## config.mk

```make
export PLATFORM = sky130hd
export DESIGN_NAME = rr_mux4_arbiter_flat
export DESIGN_NICKNAME = d
export VERILOG_FILES = /design/src/rtl/rr_mux4_arbiter_if.sv /design/src/rtl/rr_mux4_arbiter.sv /design/src/flat_wrapper.sv
export SDC_FILE = /design/constraint.sdc
export NUM_CORES = 1
export LEC_CHECK = 0
export CORE_ASPECT_RATIO = 1.25
export CORE_MARGIN = 1
export CORE_UTILIZATION = 30
export DETAILED_ROUTE_END_ITERATION = 8
export DONT_BUFFER_PORTS = 1
export PLACE_DENSITY_LB_ADDON = 0.3
export SLEW_MARGIN = 0
export SYNTH_ARGS = -nofsm -noshare
export SYNTH_HDL_FRONTEND = slang
export SYNTH_SLANG_ARGS = --single-unit
```

## constraint.sdc

```tcl
create_clock -name clk -period 1.76 [get_ports clk]
set_input_delay 0.264 -clock clk [delete_from_list [all_inputs] [get_ports clk]]
set_output_delay 0.264 -clock clk [all_outputs]
set_load 0.05 [all_outputs]
```

## src/rtl/rr_mux4_arbiter_if.sv

```systemverilog
// rr_mux4_arbiter_if: request/data/grant bundle; slave=arbiter (req,A..D in; gnt,s1,s0,busy,out1 out), master=requesters
interface rr_mux4_arbiter_if;
  logic [3:0] req;
  logic a_unused_guard;
  logic A, B, C, D;
  logic [3:0] gnt;
  logic s1, s0, busy, out1;
  modport slave (input req, A, B, C, D, output gnt, s1, s0, busy, out1);
  modport master (output req, A, B, C, D, input gnt, s1, s0, busy, out1);
endinterface

```

## src/rtl/rr_mux4_arbiter.sv

```systemverilog
// rr_mux4_arbiter: round-robin 4:1 mux arbiter with bounded hold; ports clk, rst_n, bus (req,A..D in; gnt,s1,s0,busy,out1 out)
module rr_mux4_arbiter #(
  parameter int MAX_HOLD = 4,
  parameter int CW = 4
) (
  input logic clk,
  input logic rst_n,
  rr_mux4_arbiter_if.slave bus
);
  typedef enum logic {IDLE, GRANT} state_t;
  state_t state, state_n;
  logic [1:0] sel, sel_n, last, last_n, base, win;
  logic [CW-1:0] cnt, cnt_n;
  logic [3:0] dat;
  logic any, rel;
  assign any = |bus.req;
  assign dat = {bus.D, bus.C, bus.B, bus.A};
  // search starts after the most recent owner, which ends up lowest priority
  assign base = (state == GRANT) ? sel : last;
  always_comb begin
    win = base;
    for (int i = 4; i >= 1; i--)
      if (bus.req[2'(base + 2'(i))]) win = 2'(base + 2'(i));
  end
  assign rel = !bus.req[sel] || cnt == CW'(MAX_HOLD - 1);
  always_comb begin
    state_n = state;
    sel_n = sel;
    last_n = last;
    cnt_n = cnt;
    if (state == IDLE) begin
      if (any) begin
        state_n = GRANT;
        sel_n = win;
        cnt_n = '0;
      end
    end else if (rel) begin
      last_n = sel;
      state_n = any ? GRANT : IDLE;
      sel_n = any ? win : sel;
      cnt_n = '0;
    end else cnt_n = cnt + 1'b1;
  end
  always_ff @(posedge clk or negedge rst_n)
    if (!rst_n) begin
      state <= IDLE;
      sel <= 2'd0;
      last <= 2'd3;
      cnt <= '0;
    end else begin
      state <= state_n;
      sel <= sel_n;
      last <= last_n;
      cnt <= cnt_n;
    end
  assign bus.busy = state == GRANT;
  assign bus.gnt = bus.busy ? 4'b0001 << sel : 4'b0000;
  assign bus.s1 = sel[1];
  assign bus.s0 = sel[0];
  assign bus.out1 = bus.busy & dat[sel];
endmodule
```

## src/flat_wrapper.sv

```systemverilog
// flat-port wrapper written by rule: the top's interface ports become plain ports
module rr_mux4_arbiter_flat 
#(
  parameter int MAX_HOLD = 4,
  parameter int CW = 4
)
  (clk, rst_n, bus_req, bus_A, bus_B, bus_C, bus_D, bus_gnt, bus_s1, bus_s0, bus_busy, bus_out1);
  rr_mux4_arbiter_if bus_i ();
  input logic clk;
  input logic rst_n;
  input wire logic [$bits(bus_i.req)-1:0] bus_req;
  input wire logic [$bits(bus_i.A)-1:0] bus_A;
  input wire logic [$bits(bus_i.B)-1:0] bus_B;
  input wire logic [$bits(bus_i.C)-1:0] bus_C;
  input wire logic [$bits(bus_i.D)-1:0] bus_D;
  output wire logic [$bits(bus_i.gnt)-1:0] bus_gnt;
  output wire logic [$bits(bus_i.s1)-1:0] bus_s1;
  output wire logic [$bits(bus_i.s0)-1:0] bus_s0;
  output wire logic [$bits(bus_i.busy)-1:0] bus_busy;
  output wire logic [$bits(bus_i.out1)-1:0] bus_out1;
  assign bus_i.req = bus_req;
  assign bus_i.A = bus_A;
  assign bus_i.B = bus_B;
  assign bus_i.C = bus_C;
  assign bus_i.D = bus_D;
  assign bus_gnt = bus_i.gnt;
  assign bus_s1 = bus_i.s1;
  assign bus_s0 = bus_i.s0;
  assign bus_busy = bus_i.busy;
  assign bus_out1 = bus_i.out1;
  rr_mux4_arbiter #(.MAX_HOLD(MAX_HOLD), .CW(CW)) u_core (.clk(clk), .rst_n(rst_n), .bus(bus_i));
endmodule
```

=== Yosys cells after proc, flatten, opt, wreduce, memory -nomap -nowiden ===
Index checks and enable logic that the tools add are counted.
W data, S select, Z words.

* Register bits after elaboration: 9
* Input bits: 10
* Output and inout bits: 8

* Add/sub/neg operators: 4
* $lt $le $gt $ge: 4
* Equality and inequality tests: 2
* Shifts and indexed selects: 1
* Mux-type cells: 24
* Bitwise logic cells: 1
* Reductions and logical operators: 5

{| class="wikitable"
|+ Operators by type and width
! kind !! count
|-
| $mux W4 || 4
|-
| $mux W2 || 7
|-
| $lt A2 B3 Y1 const B || 4
|-
| $bmux W1 S2 || 5
|-
| $mux W1 || 8
|-
| $add A2 B2 Y2 const B || 2
|-
| $add A4 B1 Y4 const B || 1
|-
| $eq A4 B2 Y1 const B || 1
|-
| $reduce_or A4 Y1 || 1
|-
| $shl A1 B2 Y4 const A || 1
|-
| $add A2 B1 Y2 const B || 1
|-
| $ne A2 B2 Y1 const B || 1
|-
| $reduce_and A2 Y1 || 1
|-
| $reduce_bool A2 Y1 || 1
|-
| $and A1 B1 Y1 || 1
|-
| $logic_not A1 Y1 || 1
|-
| $logic_or A1 B1 Y1 || 1
|}

=== Depth between registers and ports, before layout ===
* Word-level depth: 10
* Depth in mapped cells: 5

=== Worst setup path before layout ===
OpenSTA, ideal clock, no wires.

* Path kind: flip-flop to output port
* Start: register u_core.state (netlist: u_core.bus.busy)
* End: output bus_gnt[0]
* Data arrival time: 2.183 ns
* Data required time: 1.496 ns
* Slack: -0.687 ns
* Stages on the path, launching flop included: 3
* Path buffers: 1
* Cell sequence: dfrtp_1 > clkbuf_1 > nor3b_1

* Longest elaborated chain between the ends: 1

{| class="wikitable"
|+ RTL lines
! item !! RTL line !! source
|-
| start: declaration || rr_mux4_arbiter.sv:11 || <nowiki>state_t state, state_n;</nowiki>
|-
| start signal: assignment || rr_mux4_arbiter.sv:51 || <nowiki>state <= state_n;</nowiki>
|-
| $mux W4 || rr_mux4_arbiter.sv:57 || <nowiki>assign bus.gnt = bus.busy ? 4'b0001 << sel : 4'b0000;</nowiki>
|-
| end: declaration || flat_wrapper.sv:16 || <nowiki>output wire logic [$bits(bus_i.gnt)-1:0] bus_gnt;</nowiki>
|}

No other way between the ends.

=== Worst setup path after layout ===
* Start: register u_core.sel[0]
* End: output bus_out1

* Longest elaborated chain between the ends: 3

{| class="wikitable"
|+ RTL lines
! item !! RTL line !! source
|-
| start: declaration || rr_mux4_arbiter.sv:12 || <nowiki>logic [1:0] sel, sel_n, last, last_n, base, win;</nowiki>
|-
| start signal: assignment || rr_mux4_arbiter.sv:52 || <nowiki>sel <= sel_n;</nowiki>
|-
| $bmux W1 S2 || rr_mux4_arbiter.sv:60 || <nowiki>assign bus.out1 = bus.busy & dat[sel];</nowiki>
|-
| $mux W1 (implied by the code) || rr_mux4_arbiter.sv:60 ||
|-
| $and A1 B1 Y1 || rr_mux4_arbiter.sv:60 ||
|-
| end: declaration || flat_wrapper.sv:20 || <nowiki>output wire logic [$bits(bus_i.out1)-1:0] bus_out1;</nowiki>
|}

No other way between the ends. The select of a mux whose other input is x is not followed.

==> flow_summary.toml <==
[grt]
grt_pass1_wl_um = 2140
antenna_found_initial = 0
track_usage = 0.135
grt_pass1_vias = 465
grt.overflow.total = 0
grt_max_degree = 10

[logic_synthesis]
syn_inst = 58
seq_area_frac_synth = 0.369
yosysWarnings = 0
ys_ff_latch = 9
synth_edf_count = 0
syn-num-nets = 69
ys_types = 36
synthTopCellsByArea = "dfrtp_1 28%, dfstp_2 8.5%, mux4_1 4.3%, and3_2 3.7%, mux2_2 3.7%"
yosysMostFrequentCell = "dfrtp_1"
yosys_most_used_dff = "dfrtp_1"
synth_top_area_frac = 0.284
postSynthAreaPerCell_sq_um = 10.6
synth_top_area_cell = "dfrtp_1"
syn_area_sq_um = 617
yosys-top-cells-count = "7 x dfrtp_1, 4 x o21ai_0, 3 x a21oi_1, 3 x and3_2, 3 x nor2_1"
synth-async-reset-ratio = 1.00

[cts]
clk_pin_slew_ns = 0.06
cts.sinks = 9
htreeDepth = 1
cts_root_buf = "clkbuf_4"
numCtsBuffers = 3
cts_tree = "done"
cts_max_path_buffers = 2
insertion_delay_ns = 0.27

[routing]
drc = 0
wl_per_cell_um = 14.9
vias = 488
antenna_left = 0
drt-total-wl_um = 1280
first_pass_iters = 3
viasPerCell = 5.67
first_iter_violations = 10

[power]
p_per_area_nw_per_um2 = 2020
power_leakage_nw = 0.313
ir_worst_vdd_mv = 1.05

[critical_path]
critPathSlowestCell = "mux4_1"
ff2ff_setup_slack_ns = 0.03
endpoint_kind = "output pin"
path_cells = "mux4_1, and2_4"
startpoint = "u_core.sel[0]$_DFFE_PN0P_"
worstPathArrival_ns = 1.47
critical_path_class = "flip-flop to output pin"
r2r_start = "u_core.sel[0]$_DFFE_PN0P_"
cp-start-kind = "flip-flop"
crit_fanout = 6
r2r.worst_path.cells = 4
r2r-end = "u_core.last[1]$_DFFE_PN1P_"
crit_end = "bus_out1"
crit_required_ns = 1.50
slowest_delay_ns = 0.56

[sta]
setup_viol = 0
setup_tns_ns = 0
slew_viol_final = 0
worstMarginPinSlew_ns = 0.432
relSlewSlack = 0.704
fin_crit_sh = 0.987
period_needed_ns = 1.74
whs_ns = 0.206
worst_slack_ns = 0.0231
fin_skew_ns = 0.000722
fmax_mhz = 576
final-hold-violation-count = 0
rsz0062_at_grt = "true"

[floorplan]
ios = 18
std_cell_rows = 18
initial_core_util = 0.315
die_h_um = 52.7
die-area_sq_um = 2240
core_region_area_sq_um = 1960
die_w_um = 42.6

[final_layout]
n_antenna_cell = 0
drive_gt1_frac = 0.439
syn2layout_area_growth_pct = 21.3
final_net_count = 78

[placed_design]
place_congestion = 0.704
preCtsSetupSlack_ns = 0.0648
dpl.hpwl_um = 914
port_buffers = 0

[status]
status = "complete, no violations"

[run]
cap_violations = 0

[min_path]
hold_path.class = "input pin to flip-flop"
[critical path: cells and delay by family, from the launching register on]
kind	cells	cell delay, ns
simple gates	1	0.23
mux	1	0.56
flops	1	0.41
[report_power, final]
group          leakage [nW]  switching [mW]  total, mW  internal (mW)
Combinational         0.194           0.568      0.969          0.401
Sequential            0.105          0.0749      0.377          0.302
Clock                0.0150          0.0790      0.167         0.0878
[flip-flops by register name, indices dropped and copies added (netlist names)]
name,count
u_core.cnt,4
u_core.sel,2
u_core.last,2
u_core.bus.busy,1
[final cells by class]
| type | count | area, sq um |
|---|---|---|
| fillers | 196 | 1210 |
| repair buffers | 8 | 78.8 |
| flip-flops and latches | 9 | 230 |
| multi-input cells | 43 | 380 |
| clock buffers | 4 | 26.3 |
| inverters | 2 | 7.51 |
| well taps | 20 | 25.0 |
[timing repair]
action                                 4_1_cts  5_1_grt
buffers inserted                             1        0
hold buffers                                 1        0
endpoints found under the hold margin        9        0
gates resized for setup                      0        2
cloned                                       0        0
pin swaps                                    0        1
setup endpoints to repair                    1        5
[cell usage in the layout (no fill, tap or decap), types with 2 or more instances in the layout]
| cell type | n |
|---|---|
| nor2_1 | 2 |
| mux2i_1 | 2 |
| buf_4 | 5 |
| o21ai_0 | 4 |
| dfrtp_2 | 2 |
| dfstp_2 | 2 |
| a21oi_1 | 3 |
| nor2b_1 | 2 |
| clkbuf_4 | 3 |
| mux2_2 | 2 |
| inv_1 | 2 |
| and3_2 | 3 |
| dfrtp_1 | 5 |
| nand2_1 | 2 |
[stage by stage]
| stage | total power [mW] | util | cells | cell area [sq um] |
|---|---|---|---|---|
| finish | 1.51 | 0.382 | 86 | 748 |
| detailed placement | 1.31 | 0.356 | 80 | 698 |
| global route | 1.60 | 0.382 | 86 | 748 |
| floorplan | 1.16 | - | 58 | 641 |
| CTS | 1.51 | 0.379 | 86 | 742 |
| global placement | 1.30 | 0.356 | 80 | 698 |
[worst min-delay path by stage]
stage | to | slack [ns] | from | depth (start not counted)
2_1_floorplan | u_core.bus.busy$_DFF_PN0_ | -0.03 | rst_n | 0
3_3_place_gp | u_core.sel[1]$_DFFE_PN0P_ | -0.03 | rst_n | 0
3_5_place_dp | u_core.cnt[2]$_DFFE_PN0P_ | -0.03 | rst_n | 0
4_1_cts | u_core.sel[0]$_DFFE_PN0P_ | 0.20 | bus_req[3] | 2
5_1_grt | u_core.sel[0]$_DFFE_PN0P_ | 0.24 | bus_req[3] | 2
6_report | u_core.sel[0]$_DFFE_PN0P_ | 0.21 | bus_req[3] | 2
[cells by family (layout without fill, tap and decap cells)]
kind of cell    after synthesis  in the layout  synth area share
simple gates                 20             20             0.219
compound gates               15             15             0.166
flops                         9              9             0.369
mux                           7              7             0.172
buf+inv                       6             14            0.0527
fa+ha+maj                     1              1            0.0203
[per-layer routing]
metal	global-route usage	routed length [um]	part of all wire
met1	0.168	583	0.46
met2	0.190	621	0.49
met3	0.0414	44	0.034
met4	0.109	31	0.024
met5	0	0	0
Note: power is estimated with default switching activity, not from simulation.
